**config.mk**
```make
export PLATFORM = sky130hd
export DESIGN_NAME = pool1_rm_fifo_ctrl
export DESIGN_NICKNAME = d
export VERILOG_FILES = /design/src/rtl/pool_buf_pkg.sv /design/src/rtl/pool_skid_fifo.sv /design/src/rtl/pool1_rm_fifo_ctrl.sv
export SDC_FILE = /design/constraint.sdc
export NUM_CORES = 1
export LEC_CHECK = 0
export CAP_MARGIN = 20
export CORE_MARGIN = 10
export CORE_UTILIZATION = 39
export CTS_CLUSTER_SIZE = 12
export DETAILED_ROUTE_END_ITERATION = 10
export DONT_BUFFER_PORTS = 1
export GPL_ROUTABILITY_DRIVEN = 0
export PLACE_DENSITY_LB_ADDON = 0.3
export SYNTH_ARGS = -nofsm -noshare
export SYNTH_HDL_FRONTEND = slang
export SYNTH_SLANG_ARGS = --single-unit
```
**constraint.sdc**
```tcl
create_clock -name clk -period 26.8 [get_ports clk]
set_clock_uncertainty 0.05 [all_clocks]
set_input_delay 5.36 -clock clk [delete_from_list [all_inputs] [get_ports clk]]
set_output_delay 5.36 -clock clk [all_outputs]
set_load 0.03 [all_outputs]
```
**src/rtl/pool_buf_pkg.sv**
```systemverilog
// pool_buf_pkg: geometry shared by the layer-buffer RAM controllers.
package pool_buf_pkg;
   localparam int DATA_W = 128;
   localparam int ADDR_W = 11;
   localparam int RD_LAT = 2;
   localparam int DEPTH  = 1 << ADDR_W;
   typedef logic [ADDR_W:0] ptr_t;
endpackage

```
**src/rtl/pool_skid_fifo.sv**
```systemverilog
// pool_skid_fifo: shallow register FIFO catching RAM read data so the consumer can stall.
module pool_skid_fifo #(
   parameter int W = 128,
   parameter int D = 3
) (
   input  logic                   clk,
   input  logic                   rst,
   input  logic                   i_push,
   input  logic [W-1:0]           i_din,
   input  logic                   i_pop,
   output logic                   o_valid,
   output logic [W-1:0]           o_dout,
   output logic [$clog2(D+1)-1:0] o_cnt
);
   localparam int CW = $clog2(D + 1);
   localparam int IW = $clog2(D);
   logic [W-1:0]  r_mem [D];
   logic [IW-1:0] r_rd, r_wr;
   logic [CW-1:0] r_cnt;
   function automatic logic [IW-1:0] f_nxt(input logic [IW-1:0] i);
      return (i == IW'(D - 1)) ? '0 : i + IW'(1);
   endfunction
   always_ff @(posedge clk) begin
      if (rst) begin
         r_rd  <= '0;
         r_wr  <= '0;
         r_cnt <= '0;
      end else begin
         if (i_push) begin
            r_mem[r_wr] <= i_din;
            r_wr        <= f_nxt(r_wr);
         end
         if (i_pop) r_rd <= f_nxt(r_rd);
         r_cnt <= r_cnt + CW'(i_push) - CW'(i_pop);
      end
   end
   assign o_valid = r_cnt != '0;
   assign o_dout  = r_mem[r_rd];
   assign o_cnt   = r_cnt;
   // the parent's read-credit rule must keep this from ever firing
   a_no_ovf: assert property (@(posedge clk) disable iff (rst) !(i_push && !i_pop && r_cnt == CW'(D)));
endmodule

```
**src/rtl/pool1_rm_fifo_ctrl.sv**
```systemverilog
// pool1_rm_fifo_ctrl: valid/ready FIFO sequencing the pool1 row-major SDP RAM,
// with in-flight read credit accounting and an output skid buffer.
module pool1_rm_fifo_ctrl #(
   parameter int DATA_W = pool_buf_pkg::DATA_W,
   parameter int ADDR_W = pool_buf_pkg::ADDR_W,
   parameter int RD_LAT = pool_buf_pkg::RD_LAT,
   parameter int SKID_D = RD_LAT + 1
) (
   input  logic              clk,
   input  logic              rst,
   input  logic              i_flush,
   input  logic              i_in_valid,
   output logic              o_in_ready,
   input  logic [DATA_W-1:0] i_in_data,
   output logic              o_out_valid,
   input  logic              i_out_ready,
   output logic [DATA_W-1:0] o_out_data,
   output logic [ADDR_W:0]   o_level,
   output logic              o_ram_wea,
   output logic [ADDR_W-1:0] o_ram_addra,
   output logic [DATA_W-1:0] o_ram_dina,
   output logic [ADDR_W-1:0] o_ram_addrb,
   input  logic [DATA_W-1:0] i_ram_doutb
);
   localparam int PW = ADDR_W + 1;
   localparam int CNT_W = $clog2(SKID_D + 1);
   localparam logic [PW-1:0] DEPTH_L = {1'b1, {ADDR_W{1'b0}}};
   localparam logic [PW-1:0] SKID_L = PW'(SKID_D);
   logic [PW-1:0]     r_wr_ptr, r_rd_ptr, w_stored, w_infl, w_occ;
   logic [RD_LAT-1:0] r_rd_pipe;
   logic [ADDR_W-1:0] r_addrb;
   logic [CNT_W-1:0]  w_sk_cnt;
   logic              w_clr, w_full, w_empty, w_wr, w_pop, w_issue;
   always_comb begin
      w_infl = '0;
      for (int k = 0; k < RD_LAT; k++) w_infl = w_infl + PW'(r_rd_pipe[k]);
   end
   assign w_clr      = rst || i_flush;
   assign w_stored   = r_wr_ptr - r_rd_ptr;
   assign w_full     = w_stored == DEPTH_L;
   assign w_empty    = w_stored == '0;
   assign o_in_ready = !w_clr && !w_full;
   assign w_wr       = i_in_valid && o_in_ready;
   assign w_pop      = o_out_valid && i_out_ready;
   // reads in flight plus skid words, after this cycle's pop, must leave room in the skid
   assign w_occ      = w_infl + PW'(w_sk_cnt) - PW'(w_pop);
   assign w_issue    = !w_clr && !w_empty && (w_occ < SKID_L);
   assign o_ram_wea   = w_wr;
   assign o_ram_addra = r_wr_ptr[ADDR_W-1:0];
   assign o_ram_dina  = i_in_data;
   assign o_ram_addrb = w_issue ? r_rd_ptr[ADDR_W-1:0] : r_addrb;
   assign o_level     = w_stored + w_infl + PW'(w_sk_cnt);
   always_ff @(posedge clk) begin
      if (w_clr) begin
         r_wr_ptr  <= '0;
         r_rd_ptr  <= '0;
         r_rd_pipe <= '0;
         r_addrb   <= '0;
      end else begin
         if (w_wr) r_wr_ptr <= r_wr_ptr + PW'(1);
         if (w_issue) begin
            r_rd_ptr <= r_rd_ptr + PW'(1);
            r_addrb  <= r_rd_ptr[ADDR_W-1:0];
         end
         r_rd_pipe <= RD_LAT'({r_rd_pipe, w_issue});
      end
   end
   pool_skid_fifo #(.W(DATA_W), .D(SKID_D)) u_skid (
      .clk     (clk),
      .rst     (w_clr),
      .i_push  (r_rd_pipe[RD_LAT-1]),
      .i_din   (i_ram_doutb),
      .i_pop   (w_pop),
      .o_valid (o_out_valid),
      .o_dout  (o_out_data),
      .o_cnt   (w_sk_cnt)
   );
endmodule

```
Word-level counts from Yosys, hierarchy flattened
Memory sizes are Yosys's and may differ from the RTL's. A register that Yosys moved wholly into a read port is not among the register bits. Index checks and enable logic that the tools add are counted.

Register bits after elaboration: 43. Latch bits: 0. RAM bits: 384. ROM bits: 0. Input port bits: 261. Output and inout bits: 293. Logic and storage cells: 43. Memories: 1.

Add/sub/neg operators: 12. Multipliers: 0. Divide/modulo/power cells: 0. Magnitude comparators: 1. Eq/ne operators: 3. Shift operators: 0. Mux-type cells: 8. Bitwise gates (word level): 0. Reductions and logical operators: 11.

Memory list: u_skid.r_mem (words 3, bits a word 128, rd ports 1, clocked after Yosys merged registers in 1, wr ports 1, line pool_skid_fifo.sv:17) `logic [W-1:0] r_mem [D];`.

Operators with widths (number): 12-bit by 1-bit adder with 12-bit output (second input constant) (2); 12-bit by 2-bit adder with 12-bit output (2); 12-bit equality test (second input constant) (1); 12-bit logical NOT (1); 12-bit by 2-bit < comparator with 1-bit output (second input constant) (1); 12-bit subtractor (1); 11-bit two-way mux (1); 2-bit two-way mux (4); 1-bit logical AND (5); 2-bit by 1-bit adder with 2-bit output (second input constant) (2); 2-bit equality test (second input constant) (2); 3-bit by 1-bit subtractor with 4-bit output (1); 2-bit by 2-bit adder with 3-bit output (1); 1-bit logical NOT (3); 1-bit two-way mux (3); 1-bit by 1-bit adder with 2-bit output (1); 2-bit by 1-bit adder with 2-bit output (1); 2-bit nonzero test (1); 2-bit by 1-bit subtractor with 2-bit output (1); 1-bit logical OR (1).

Logic depth before layout (Yosys ltp)
Depth after elaboration: 6. Gate-level depth with buffers: 17. Mapped depth without buffers: 15.

Cells and area by module
A second synthesis with hierarchy kept.

Cell total of the unflattened synthesis: 1339. Area total of the unflattened synthesis: 18626.6 um^2.

By module, submodules not included: pool_skid_fifo (instances 1, cells an instance 843, area an instance 14661.6 um^2, seq. area each 11691.2 um^2); pool1_rm_fifo_ctrl (instances 1, cells an instance 496, area an instance 3965.1 um^2, seq. area each 740.7 um^2).

Worst setup path after synthesis
Ideal clock, no wire load.

Kind: input to register. Start: input i_flush. End: memory u_skid.r_mem[1][0] (enable). Library setup time: 0.799 ns. Arrival time: 15.154 ns. Data required time: 25.951 ns. Slack: 10.798 ns. Stages on the path: 3. Buffers on the path: 0. Cell sequence: nor2_1 > nand2_1 > nor3b_1.

Cells in the longest elaborated chain, start to end: 3.

Ends and longest elaborated chain: start: declaration (line pool1_rm_fifo_ctrl.sv:11) `input logic i_flush,`; 1-bit logical OR (line pool1_rm_fifo_ctrl.sv:38) `assign w_clr = rst || i_flush;`; 1-bit two-way mux (line pool_skid_fifo.sv:24) `if (rst) begin`; 1-bit two-way mux (implied by the code) (line pool_skid_fifo.sv:30) `r_mem[r_wr] <= i_din;`; end: declaration (line pool_skid_fifo.sv:17).

No other way between the ends.

Final worst setup path
Start: input i_out_ready. End: output o_ram_addrb[6].

Cells in the longest elaborated chain, start to end: 5.

Ends and longest elaborated chain: start: declaration (line pool1_rm_fifo_ctrl.sv:16) `input logic i_out_ready,`; 1-bit logical AND (line pool1_rm_fifo_ctrl.sv:44) `assign w_pop = o_out_valid && i_out_ready;`; via u_skid.i_pop (line pool_skid_fifo.sv:10) `input logic i_pop,`; 3-bit by 1-bit subtractor with 4-bit output (line pool1_rm_fifo_ctrl.sv:46) `assign w_occ = w_infl + PW'(w_sk_cnt) - PW'(w_pop);`; 12-bit by 2-bit < comparator with 1-bit output (line pool1_rm_fifo_ctrl.sv:47) `assign w_issue = !w_clr && !w_empty && (w_occ < SKID_L);`; 1-bit logical AND (line pool1_rm_fifo_ctrl.sv:47); 11-bit two-way mux; end: declaration (line pool1_rm_fifo_ctrl.sv:22) `output logic [ADDR_W-1:0] o_ram_addrb,`.

The timed path passes the listed nets, and every way through them passes these cells.

==> flow_summary.toml <==
[synthesis]
yosys.area_share.adder = 0.0197
synth_ff_type = "edfxtp_1"
synthSimpleGateAreaFrac = 0.0698
synth_top_area_frac = 0.627
synth-compound-area-share = 0.0751
synth_mux_area_frac = 0.0749
synthArstFlopShare = 0
synth_area_leaders = "edfxtp_1, mux2i_1, buf_4, dfxtp_1, o21ai_0"
synth.distinct_cells = 59
synth-edff-count = 384
synthCells = 1352
synth_top_family_by_area = "buffers and inverters"
synth_xor_area_frac = 0.00762
syn_area_per_cell_um2 = 13.6
syn_nets = 1639
synth.top_cells.by_count = "edfxtp_1, o21ai_0, nand2_1"
ys_seq_area_frac = 0.676
yosys.area.top_type = "edfxtp_1"
ys_seq_elements = 429
yosysWarningCount = 0
yosysMostFrequentCell = "edfxtp_1"
syn-cell-area_mm2 = 0.0184

[clock_tree]
htreeDepth = 2
clk_latency_ns = 0.57
cts.clk_slew.worst_paths_ns = 0.06
clockBufferDepth = 3
cts_tree = "done"
root_buffer = "clkbuf_16"
hold_buffers = 0
post_cts_buffers = 0
cts_resized = 0
clock-sinks = 429
cts_buffers = 45

[grt]
grt_usage = 0.186
first_global_vias = 9654
grt_pass1_wl_mm = 75.3
grt.overflow.total = 0
antenna_found_initial = 2
grt_start_max_net_pins = 99

[power_and_ir_drop]
intPower_uw = 1070
clkPwrFrac = 0.421
p_sw_uw = 289
ir_drop_mv = 0.0605
leakagePower_uw = 0.00594
pwr-share-seq = 0.537
power.density_mw_per_mm2 = 69.7
switching_share = 0.212
combPwrFrac = 0.041

[detailed_routing]
routed_via_density = 5.26
wl_per_cell_um = 29.2
ant_nets = 0
drt-total-wl_mm = 54.8
num_vias = 9889
drc = 0
dr.first_iter.drc_count = 628
firstDrtPassIters = 5

[timing]
setup_viol = 0
drv_slew = 0
period_share = 0.503
fin_setup_tns_ns = 0
fin_crit_ns = 13.48
fin_hold_ws_ns = 0.408
tightest_slew_ns = 1.24
rsz0062_at_grt = "false"
fmax_mhz = 74.2
hold_viol_final = 0
slew_headroom = 0.164

[placed_design]
io_buffers = 0
hpwl_mm = 41.2

[finish]
fin_util = 0.420
synthToLayoutAreaGrowth_pct = 6.45
nets = 1534
nFillCells = 4205
antennaDiodeCount = 0
seq_area_mm2 = 0.0124
layout-drive-gt1-share = 0.0990
multi_input_area_mm2 = 0.00456

[die]
die-area_mm2 = 0.0562
die_h_um = 237
die_w_um = 237
fp.coreArea_mm2 = 0.0466
initial_core_util = 0.395
ios = 554
rows = 79

[min_path]
min_to = "r_addrb[0]"
hold_depth = 2
min_from = "r_addrb[0]"
hold_path.class = "register to register"

[worst_setup_path]
reg2reg_to = "r_rd_ptr[3]"
cp.required_ns = 21.39
cp_max_fo = 60
r2r-start = "r_wr_ptr[3]"
r2r_cells = 10
critPathArrivalTime_ns = 8.07
critical_path_class = "input pin to primary output"
start_kind = "input pin"
cp-end-kind = "primary output"
regToRegSetupSlack_ns = 22.99

[flow_run]
maxCapViolations = 0

[outcome]
outcome = "finished, final reports clean"
[cells by family after synthesis]
group | after synthesis
AO/OA/AOI/OAI | 241
XOR/XNOR | 16
adder cells (fa/ha/maj) | 26
buffers and inverters | 225
flip-flops | 429
multiplexers | 137
AND/OR/NAND/NOR | 278
[power by group through the flow]
stage	Sequential, µW	Combinational, µW	Clock [µW]
floorplan	746	83.6	0
CTS	733	56.9	592
finish	733	56.5	574
global placement	747	55.8	0
global route	733	60.5	615
detailed placement	747	56.8	0
[worst max path at each step]
stage / start / endpoint / slack [ns] / cells past startpoint
4_1_cts: i_out_ready / o_ram_addrb[5] / 13.28 / 12
6_report: i_out_ready / o_ram_addrb[6] / 13.32 / 12
3_3_place_gp: i_out_ready / o_ram_addrb[6] / 13.32 / 12
5_1_grt: i_out_ready / o_ram_addrb[5] / 13.15 / 12
2_1_floorplan: i_flush / u_skid.r_mem[1][0] / 10.80 / 3
3_5_place_dp: i_out_ready / o_ram_addrb[5] / 13.28 / 12
[metal layers]
layer | GRT usage | part of all wire | vias to the layer above | wire length (µm)
met5 | 0.00432 | 0.00089 | - | 49
met4 | 0.0668 | 0.032 | 4 | 1770
met3 | 0.140 | 0.17 | 89 | 9310
met2 | 0.334 | 0.52 | 497 | 28600
met1 | 0.151 | 0.27 | 4684 | 15100
li1 | - | - | 4615 | -
[state kept, by name, indices dropped and copies added (netlist names), named ones only]
signal,count
r_rd_pipe,2
r_wr_ptr,12
u_skid.r_wr,2
r_rd_ptr,12
u_skid.r_rd,2
r_addrb,11
u_skid.r_mem,384
u_skid.o_cnt,2
[cell usage in the layout, fill, tap and decap left out, drive strengths merged, types with 7 or more instances in the layout]
master	count
a21oi	31
buf	47
clkbuf	59
clkinv	11
dfxtp	45
edfxtp	384
ha	21
inv	26
mux2i	132
nand2	156
nand3	24
nand4	8
nor2	24
nor2b	8
nor3	8
o21ai	171
o31ai	8
or3	23
xnor2	9
xor2	7
[critical path: stages]
cell and delay (ns):
nand2_1 0.11, inv_1 0.06, ha_1 0.26, inv_1 0.05, ha_1 0.21, fa_1 0.39
nor2_1 0.10, nor2_1 0.04, a21oi_1 0.21, o31ai_4 0.10, buf_4 0.29, o21ai_0 0.84
[cell type report]
type	count	share of cell area
clock buffers	58	0.0600
repair buffers	48	0.0184
well taps	607	0.0388
multi-input cells	698	0.233
flip-flops and latches	429	0.636
inverters	25	0.00480
clock inverters	15	0.00921
[stage by stage]
stage          instance area [µm²]  cells  worst slack [ns]  total power (µW)
2_1_floorplan                18400   1352             10.80               830
3_3_place_gp                 18200   1799             13.32               803
3_5_place_dp                 18200   1806             13.28               804
4_1_cts                      19600   1879             13.28              1380
5_1_grt                      19600   1880             13.15              1410
6_report                     19600   1880             13.32              1360
Power figures use the tool's default switching activity.
